File: src/rtl/div_unit.sv
// div_unit: iterative RV32M divide/remainder unit (DIV, DIVU, REM, REMU).
//
// Restoring division with one shift-subtract step per clock and XLEN steps per operation.
// Signed operations divide the operand magnitudes, then fix up the signs. The RISC-V
// divide-by-zero and signed-overflow cases skip the iteration and finish one cycle after
// the request is accepted.
//
// Ports:
//   clk     in   1     single clock, rising edge
//   rst     in   1     synchronous reset, active-high; aborts any operation in flight
//   start   in   1     request; sampled only when not busy
//   op      in   2     funct3[1:0]: 00 DIV, 01 DIVU, 10 REM, 11 REMU
//   a       in   XLEN  dividend (rs1)
//   b       in   XLEN  divisor (rs2)
//   busy    out  1     iteration in progress; start ignored
//   done    out  1     one-cycle pulse, result valid
//   result  out  XLEN  quotient or remainder; held until the next result is written
module div_unit #(
    parameter int unsigned XLEN = 32
) (
    input  logic            clk,
    input  logic            rst,
    input  logic            start,
    input  logic [1:0]      op,
    input  logic [XLEN-1:0] a,
    input  logic [XLEN-1:0] b,
    output logic            busy,
    output logic            done,
    output logic [XLEN-1:0] result
);

    localparam int unsigned CntW = $clog2(XLEN + 1);
    localparam logic [XLEN-1:0] MinVal = {1'b1, {(XLEN-1){1'b0}}};

    typedef enum logic [1:0] {
        StIdle,
        StCalc,
        StDone
    } state_e;

    state_e            state_q;
    logic [XLEN-1:0]   dvd_q;     // dividend magnitude; quotient bits shift in at the LSB
    logic [XLEN-1:0]   dsr_q;     // divisor magnitude
    logic [XLEN-1:0]   rem_q;     // partial remainder
    logic [CntW-1:0]   cnt_q;     // steps remaining
    logic              q_neg_q;
    logic              r_neg_q;
    logic              is_rem_q;
    logic              busy_q;
    logic              done_q;
    logic [XLEN-1:0]   result_q;

    // Request decode, evaluated on the raw inputs at the accepting edge.
    logic              signed_op;
    logic              a_neg;
    logic              b_neg;
    logic [XLEN-1:0]   a_mag;
    logic [XLEN-1:0]   b_mag;
    logic              b_zero;
    logic              ovf;
    logic [XLEN-1:0]   fast_res;

    always_comb begin
        signed_op = ~op[0];
        a_neg     = signed_op & a[XLEN-1];
        b_neg     = signed_op & b[XLEN-1];
        // -MinVal wraps to MinVal, which is still the correct unsigned magnitude.
        a_mag     = a_neg ? -a : a;
        b_mag     = b_neg ? -b : b;
        b_zero    = (b == '0);
        ovf       = signed_op & (a == MinVal) & (b == '1);
        fast_res  = '0;
        if (b_zero) begin
            fast_res = op[1] ? a : '1;
        end else begin
            fast_res = op[1] ? '0 : a;
        end
    end

    // One restoring step. The shifted remainder needs XLEN+1 bits because an unsigned
    // divisor can be as large as 2^XLEN-1; the borrow out of the subtraction is the
    // inverted quotient bit.
    logic [XLEN:0]     rem_sh;
    logic [XLEN:0]     diff;
    logic              q_bit;
    logic [XLEN-1:0]   rem_nx;
    logic [XLEN-1:0]   dvd_nx;
    logic [XLEN-1:0]   quo_fix;
    logic [XLEN-1:0]   rem_fix;
    logic [XLEN-1:0]   final_res;

    always_comb begin
        rem_sh    = {rem_q, dvd_q[XLEN-1]};
        diff      = rem_sh - {1'b0, dsr_q};
        q_bit     = ~diff[XLEN];
        rem_nx    = q_bit ? diff[XLEN-1:0] : rem_sh[XLEN-1:0];
        dvd_nx    = {dvd_q[XLEN-2:0], q_bit};
        quo_fix   = q_neg_q ? -dvd_nx : dvd_nx;
        rem_fix   = r_neg_q ? -rem_nx : rem_nx;
        final_res = is_rem_q ? rem_fix : quo_fix;
    end

    always_ff @(posedge clk) begin
        if (rst) begin
            state_q  <= StIdle;
            dvd_q    <= '0;
            dsr_q    <= '0;
            rem_q    <= '0;
            cnt_q    <= '0;
            q_neg_q  <= 1'b0;
            r_neg_q  <= 1'b0;
            is_rem_q <= 1'b0;
            busy_q   <= 1'b0;
            done_q   <= 1'b0;
            result_q <= '0;
        end else begin
            case (state_q)
                StIdle, StDone: begin
                    done_q <= 1'b0;
                    if (start) begin
                        q_neg_q  <= a_neg ^ b_neg;
                        r_neg_q  <= a_neg;
                        is_rem_q <= op[1];
                        if (b_zero || ovf) begin
                            result_q <= fast_res;
                            done_q   <= 1'b1;
                            state_q  <= StDone;
                        end else begin
                            dvd_q   <= a_mag;
                            dsr_q   <= b_mag;
                            rem_q   <= '0;
                            cnt_q   <= CntW'(XLEN);
                            busy_q  <= 1'b1;
                            state_q <= StCalc;
                        end
                    end else begin
                        state_q <= StIdle;
                    end
                end
                StCalc: begin
                    // start is deliberately ignored here and not queued.
                    dvd_q <= dvd_nx;
                    rem_q <= rem_nx;
                    cnt_q <= cnt_q - 1'b1;
                    if (cnt_q == CntW'(1)) begin
                        result_q <= final_res;
                        busy_q   <= 1'b0;
                        done_q   <= 1'b1;
                        state_q  <= StDone;
                    end
                end
                default: begin
                    busy_q  <= 1'b0;
                    done_q  <= 1'b0;
                    state_q <= StIdle;
                end
            endcase
        end
    end

    assign busy   = busy_q;
    assign done   = done_q;
    assign result = result_q;

endmodule
File: config.mk
export PLATFORM = sky130hd
export DESIGN_NAME = div_unit
export DESIGN_NICKNAME = d
export VERILOG_FILES = /design/src/rtl/div_unit.sv
export SDC_FILE = /design/constraint.sdc
export NUM_CORES = 1
export LEC_CHECK = 0
export CAP_MARGIN = 20
export CORE_UTILIZATION = 40
export DETAILED_ROUTE_END_ITERATION = 6
export SLEW_MARGIN = 20
export SYNTH_ARGS = -nofsm -noshare
export SYNTH_HDL_FRONTEND = slang
export SYNTH_SLANG_ARGS = --single-unit
File: constraint.sdc
create_clock -name clk -period 12.6 [get_ports clk]
set_input_delay 2.52 -clock clk [delete_from_list [all_inputs] [get_ports clk]]
set_output_delay 2.52 -clock clk [all_outputs]
set_load 0.05 [all_outputs]
==> results.toml, run 1 <==
[cts]
cts_resized = 0
cts-htree-levels = 4
ctsHoldBuffers = 0
postCtsSetupBuffers = 0
clockBufferDepth = 2
cts_buffers = 17
path_clk_slew_ns = 0.07
clock_latency_ns = 0.44
cts.sinks = 140
cts_tree = "yes"
clock-root-buffer = "clkbuf_16"

[route]
initialDrtViolationCount = 1110
final_antenna_net_count = 0
post_drt_wl_per_cell_um = 18.99
viasPerCell = 5.971
dr.pass1.iters = 6
drc = 0
routed_wl_um = 39180
vias = 12320

[min_path]
worst_hold_path_type = "flop to flop"
min_from = "dsr_q[30]$_SDFFE_PP0P_"

[floorplanning]
die_area_um2 = 30560
dieWidth_um = 174.8
core_area_um2 = 29010
initial_core_util_pct = 41.17
ioPinCount = 103
die_y_um = 174.8
core.rowCount = 62

[yosys]
syn_area_um2 = 11940
ys_warn_count = 0
synthFlopType = "dfxtp_1"
synth_nets = 1744
syn_inst = 1635
postSynthAreaPerCell_um2 = 7.305
synth_seq_cells = 140
yosysUniqueCellTypes = 100
synth-seq-area-share_pct = 23.47
ys_async_sr_fraction_pct = 0
synth_edf_count = 0

[timing]
slew_headroom_pct = 31.05
clock.fmax_mhz = 150.8
tightest_slew_ns = 1.032
min_period_ns = 6.633
setup_ws_ns = 5.967
whs_ns = 0.4554
finalSetupViolCount = 0
finalCritPeriodShare_pct = 52.64
maxSlewViolCount = 0
rsz0062_at_grt = "false"
clock_skew_ns = 0.01738
finalSetupTns_ns = 0
hold_violations = 0

[grt]
track_usage_pct = 25.75
gr-total-overflow = 0
grt_pass1_vias = 11340
grt_first_pass_wirelength_um = 62920
grt_max_degree = 89
antenna_found_initial = 0

[critical_path]
crit_family = "simple AND/OR/NAND/NOR gates"
cp_data_arrival_time_ns = 7.00
critPathKind = "input port to flop"
slowest_delay_ns = 0.72
worstPathMaxFanout = 44
critPathLaunchType = "input port"
cp-end-kind = "flop"
cp-startpoint = "b[0]"
critPathRequiredTime_ns = 12.97
r2r_start = "dvd_q[31]$_SDFFE_PP0P_"
crit_buf_inv = 3
cp_cell_sequence = "clkdlybuf4s50_1, inv_1, ha_1, or3b_2, nor4_2, nand4_1, nor3_4, buf_4, a31o_2, a31oi_2, nor2_4, o21ai_0, a221o_1, a31oi_1"
cp_slowest_cell = "nor2_4"

[cells_and_area]
final_nets = 1775
area.growth.synth_to_final_pct = 14.52
utilization_pct = 47.15
drive_gt1_share_pct = 6.373
finalNonFillerCells = 2063
diodes = 0

[power]
power.share.sequential_pct = 27.4
p_sw_share_pct = 43.82
p_comb_share_pct = 46.7
p_int_w = 0.001062
p_leak_nw = 4.962
p_clk_share_pct = 26.0
ir_drop_mv = 0.09775
p_per_area_nw_per_um2 = 138.2
power_switching_w = 0.0008280

[place]
pre_cts_ws_ns = 5.585
numPortBuffers = 102
place.gp.congestion = 0.8935
dp_hpwl_um = 29020
dp.cells = 2031

[flow_run]
drv_cap = 0

[run_status]
status = "finished clean"
[power by group through the flow]
| stage | registers, W | logic (W) | clock network, W |
|---|---|---|---|
| finish | 0.000517 | 0.000882 | 0.000491 |
| global route | 0.000522 | 0.000968 | 0.000518 |
| CTS | 0.000516 | 0.000874 | 0.000499 |
| detailed placement | 0.000526 | 0.000869 | 0 |
| global placement | 0.000526 | 0.000864 | 0 |
| floorplan | 0.000545 | 0.000623 | 0 |
[synthesized netlist by cell type (all sizes together) (15+ instances only)]
| master | n | area [µm²] |
|---|---|---|
| clkbuf | 77 | 289.0 |
| nand2 | 122 | 457.9 |
| o211ai | 15 | 112.6 |
| a221oi | 31 | 271.5 |
| nor3 | 57 | 290.3 |
| or3 | 24 | 155.1 |
| inv | 62 | 232.7 |
| nand4 | 19 | 118.9 |
| ha | 39 | 488.0 |
| and2 | 17 | 108.9 |
| buf | 29 | 183.9 |
| xor2 | 53 | 464.2 |
| nor2 | 277 | 1047 |
| dfxtp | 140 | 2803 |
| nand2b | 15 | 93.84 |
| nor4 | 16 | 133.9 |
| a311oi | 15 | 137.6 |
| maj3 | 21 | 210.2 |
| mux2i | 26 | 260.3 |
| nand3 | 30 | 150.1 |
| a21oi | 120 | 608.1 |
| a31oi | 47 | 306.5 |
| o31ai | 22 | 170.2 |
| o21ai | 72 | 364.1 |
| xnor2 | 68 | 603.1 |
| a211oi | 37 | 292.8 |
[state kept, by name, indices dropped and copies added (netlist names)]
| name | cells |
|---|---|
| busy | 1 |
| cnt_q | 6 |
| dsr_q | 32 |
| dvd_q | 32 |
| is_rem_q | 1 |
| q_neg_q | 1 |
| r_neg_q | 1 |
| rem_q | 32 |
| result | 32 |
| state_q | 2 |
[cells in the final DEF (no fill, tap or decap), types with 53 or more instances in the layout]
master	n
a21oi_1	118
clkdlybuf4s50_1	101
dfxtp_1	140
inv_1	61
nand2_1	122
nor2_1	273
nor3_1	56
o21ai_0	65
xnor2_1	67
xor2_1	53
[cell families after synthesis]
logic type | synth area share [%]
AO/OA/AOI/OAI | 26.96
XOR/XNOR | 8.936
adder cells (fa/ha/maj) | 6.013
buffers and inverters | 5.940
flip-flops | 23.47
multiplexers | 3.059
AND/OR/NAND/NOR | 25.62
[layout make-up]
cell class                      instances  area (µm²)
Clock buffer                           18       429.2
Inverter                               63       236.5
Multi-Input combinational cell       1326        8467
Timing Repair Buffer                  118        1139
Sequential cell                       140        2803
Clock inverter                         14       123.9
Fill cell                            2948       15330
Tap cell                              384       480.5
[worst reg2reg max path, stage by stage, from the launching register on]
cell and delay, ns:
dfxtp_1 0.60, inv_1 0.10, ha_1 0.27, fa_1 0.46, nor2b_4 0.15, o31a_4 0.17
o21ai_2 0.11, o31ai_2 0.52, a31oi_2 0.29, xnor2_4 0.28, inv_2 0.08, buf_4 0.42
nor2_1 0.10, a21oi_1 0.30, ha_1 0.27, nand2_1 0.10, a221oi_1 0.38, nand3_1 0.21
nand3b_1 0.27, nor3_1 0.35, o21bai_1 0.18, or4_1 0.48, o311ai_0 0.18, o22ai_1 0.14
[per-stage QoR]
step	cell area, µm²	power [W]
2_1_floorplan	11940	0.001167
3_3_place_gp	13130	0.001389
3_5_place_dp	13130	0.001395
4_1_cts	13680	0.001889
5_1_grt	13680	0.002007
6_report	13680	0.001890
[metal layers]
metal	up-vias	GRT usage (%)	routed length [µm]
li1	6035	-	-
met1	5906	36.01	18570
met2	330	41.53	18010
met3	48	2.916	1873
met4	0	7.246	721
met5	-	0	0
[path summary, 6_finish.rpt]
kind / slack [ns] / depth (start not counted) / end
hold / removal: 0.46 / 2 / dsr_q[30]$_SDFFE_PP0P_
setup reg to reg: 6.04 / 23 / result[26]$_SDFFE_PP0P_
hold reg to reg: 0.46 / 2 / dsr_q[30]$_SDFFE_PP0P_
setup / recovery: 5.97 / 14 / result[24]$_SDFFE_PP0P_
(Power assumes the default switching activity.)
==> run 2, diff against run 1 <==
clock period = 5.6 ns   (was 12.6 ns; I/O delays follow)
==> run 2 against run 1 <==
  * Routed wire length grew 3.1%
  * Combinational power is 130% higher
  * Worst hold slack lost 0.0019 ns
  * Highest routed layer unchanged
  * Via count rose by 0.19%
  * Global-route usage grew 0.63 points
  * Clock power grew to 2.6 times the previous value
  * Register-to-register slack lost 5.6 ns
  * Largest power group unchanged
==> results.toml, run 2 (synthesis gave the netlist of run 1 again) <==
[timing]
finalSetupTns_ns = 0
slew_headroom_pct = 31.44
min_period_ns = 5.157
maxSlewViolCount = 0
setup_ws_ns = 0.4426
rsz0062_at_grt = "false"
tightest_slew_ns = 1.026
clock.fmax_mhz = 193.9
clock_skew_ns = 0.01373
finalCritPeriodShare_pct = 92.10
finalSetupViolCount = 0
hold_violations = 0

[grt]
gr-total-overflow = 0
grt_first_pass_wirelength_um = 64210
track_usage_pct = 26.37
grt_max_degree = 88
grt_pass1_vias = 11660
antenna_found_initial = 0

[place]
numPortBuffers = 102
placed_cell_area_um2 = 13190
pre_cts_ws_ns = 0.3276
dp_hpwl_um = 29700
place.gp.congestion = 0.9135

[route]
wl_met1_um = 18610
dr.pass1.iters = 6
initialDrtViolationCount = 1204
final_antenna_net_count = 0
vias = 12340
drc = 0
topRoutingLayerUsed = "met4"
dr_wl_met2_um = 18610
wl_met3_um = 2293
post_drt_wl_per_cell_um = 19.52
viasPerCell = 5.966
routed_wl_um = 40380

[power]
p_comb_share_pct = 45.4
p_clk_share_pct = 28.4
p_sw_share_pct = 41.95
power_switching_w = 0.001859
power.share.sequential_pct = 26.2
p_int_w = 0.002572
p_per_area_nw_per_um2 = 320.2
ir_drop_mv = 0.2342
p_leak_nw = 5.049

[cts]
cts_buffers = 17
postCtsSetupBuffers = 0
cts-htree-levels = 4
cts.sinks = 140
clock_latency_ns = 0.44
clockBufferDepth = 2
cts_tree = "yes"
clock-root-buffer = "clkbuf_16"
path_clk_slew_ns = 0.07

[critical_path]
critPathRequiredTime_ns = 5.87
worstPathMaxFanout = 16
cp_data_arrival_time_ns = 5.43
critPathLaunchType = "flop"
critPathKind = "flop to flop"
cp-end-kind = "flop"

[floorplanning]
dieWidth_um = 174.8
die_area_um2 = 30560
core_area_um2 = 29010
ioPinCount = 103
die_y_um = 174.8
initial_core_util_pct = 41.17
core.rowCount = 62

[cells_and_area]
final_common_cell = "nor2_1"
drive_gt1_share_pct = 6.884
area.growth.synth_to_final_pct = 15.86
diodes = 0
final_cell_mix = "nor2_1 (273), dfxtp_1 (140), nand2_1 (122), a21oi_1 (118), clkdlybuf4s50_1 (101)"
fin_area_um2 = 13840
final_nets = 1782

[flow_run]
drv_cap = 0

[run_status]
status = "finished clean"

[min_path]
worst_hold_path_type = "flop to flop"
[run 2: repair_timing]
action / CTS / global route
endpoints found under the setup margin: 0 / 5
hold buffers: 0 / 0
resized for setup: 0 / 3
[run 2: path summary, 6_finish.rpt]
check | start | endpoint | slack, ns | depth (start not counted)
setup / recovery | dvd_q[31]$_SDFFE_PP0P_ | result[26]$_SDFFE_PP0P_ | 0.44 | 22
setup reg to reg | dvd_q[31]$_SDFFE_PP0P_ | result[26]$_SDFFE_PP0P_ | 0.44 | 22
hold reg to reg | dsr_q[31]$_SDFFE_PP0P_ | dsr_q[31]$_SDFFE_PP0P_ | 0.45 | 2
hold / removal | dsr_q[31]$_SDFFE_PP0P_ | dsr_q[31]$_SDFFE_PP0P_ | 0.45 | 2
[run 2: critical path: stages (launching register included)]
cell,delay (ns)
dfxtp_1,0.43
inv_1,0.07
ha_1,0.25
fa_1,0.45
nor2b_4,0.15
o31a_4,0.16
o21ai_2,0.11
o31ai_4,0.26
a31oi_2,0.20
xnor2_4,0.17
inv_2,0.21
nor2_1,0.06
a21oi_1,0.23
ha_1,0.25
nand2_1,0.07
a221oi_1,0.31
nand3_1,0.19
nand3b_1,0.32
nor3_2,0.28
o21bai_1,0.12
or4_1,0.47
o311ai_0,0.11
o22ai_1,0.11
[run 2: per-layer routing]
metal / up-vias / global-route usage, %
met5: - / 0
met4: 0 / 7.645
met3: 58 / 3.721
met2: 402 / 42.44
met1: 5836 / 36.43
li1: 6047 / -
[run 2: final cells by class]
| class | instances | area, µm² |
|---|---|---|
| Clock buffer | 18 | 439.2 |
| Timing Repair Buffer | 125 | 1204 |
| Fill cell | 2948 | 15170 |
| Tap cell | 384 | 480.5 |
| Sequential cell | 140 | 2803 |
| Inverter | 63 | 236.5 |
| Multi-Input combinational cell | 1326 | 8486 |
| Clock inverter | 13 | 190.2 |
[run 2: stage by stage]
step | cells | total power, W | util (%) | hold WS, ns
3_5_place_dp | 2038 | 0.003151 | 45.46 | 0.4480
4_1_cts | 2069 | 0.004406 | 47.63 | 0.4573
5_1_grt | 2069 | 0.004686 | 47.70 | 0.4782
2_1_floorplan | 1635 | 0.002626 | - | 0.4319
6_report | 2069 | 0.004432 | 47.70 | 0.4535
3_3_place_gp | 2038 | 0.003145 | 45.46 | 0.4445
[run 2: power groups by stage]
stage          Clock [W]  Sequential (W)  Combinational (W)
3_3_place_gp           0         0.00118            0.00197
6_report         0.00126         0.00116            0.00201
5_1_grt          0.00131         0.00117            0.00220
2_1_floorplan          0         0.00123            0.00140
3_5_place_dp           0         0.00118            0.00197
4_1_cts          0.00126         0.00116            0.00198
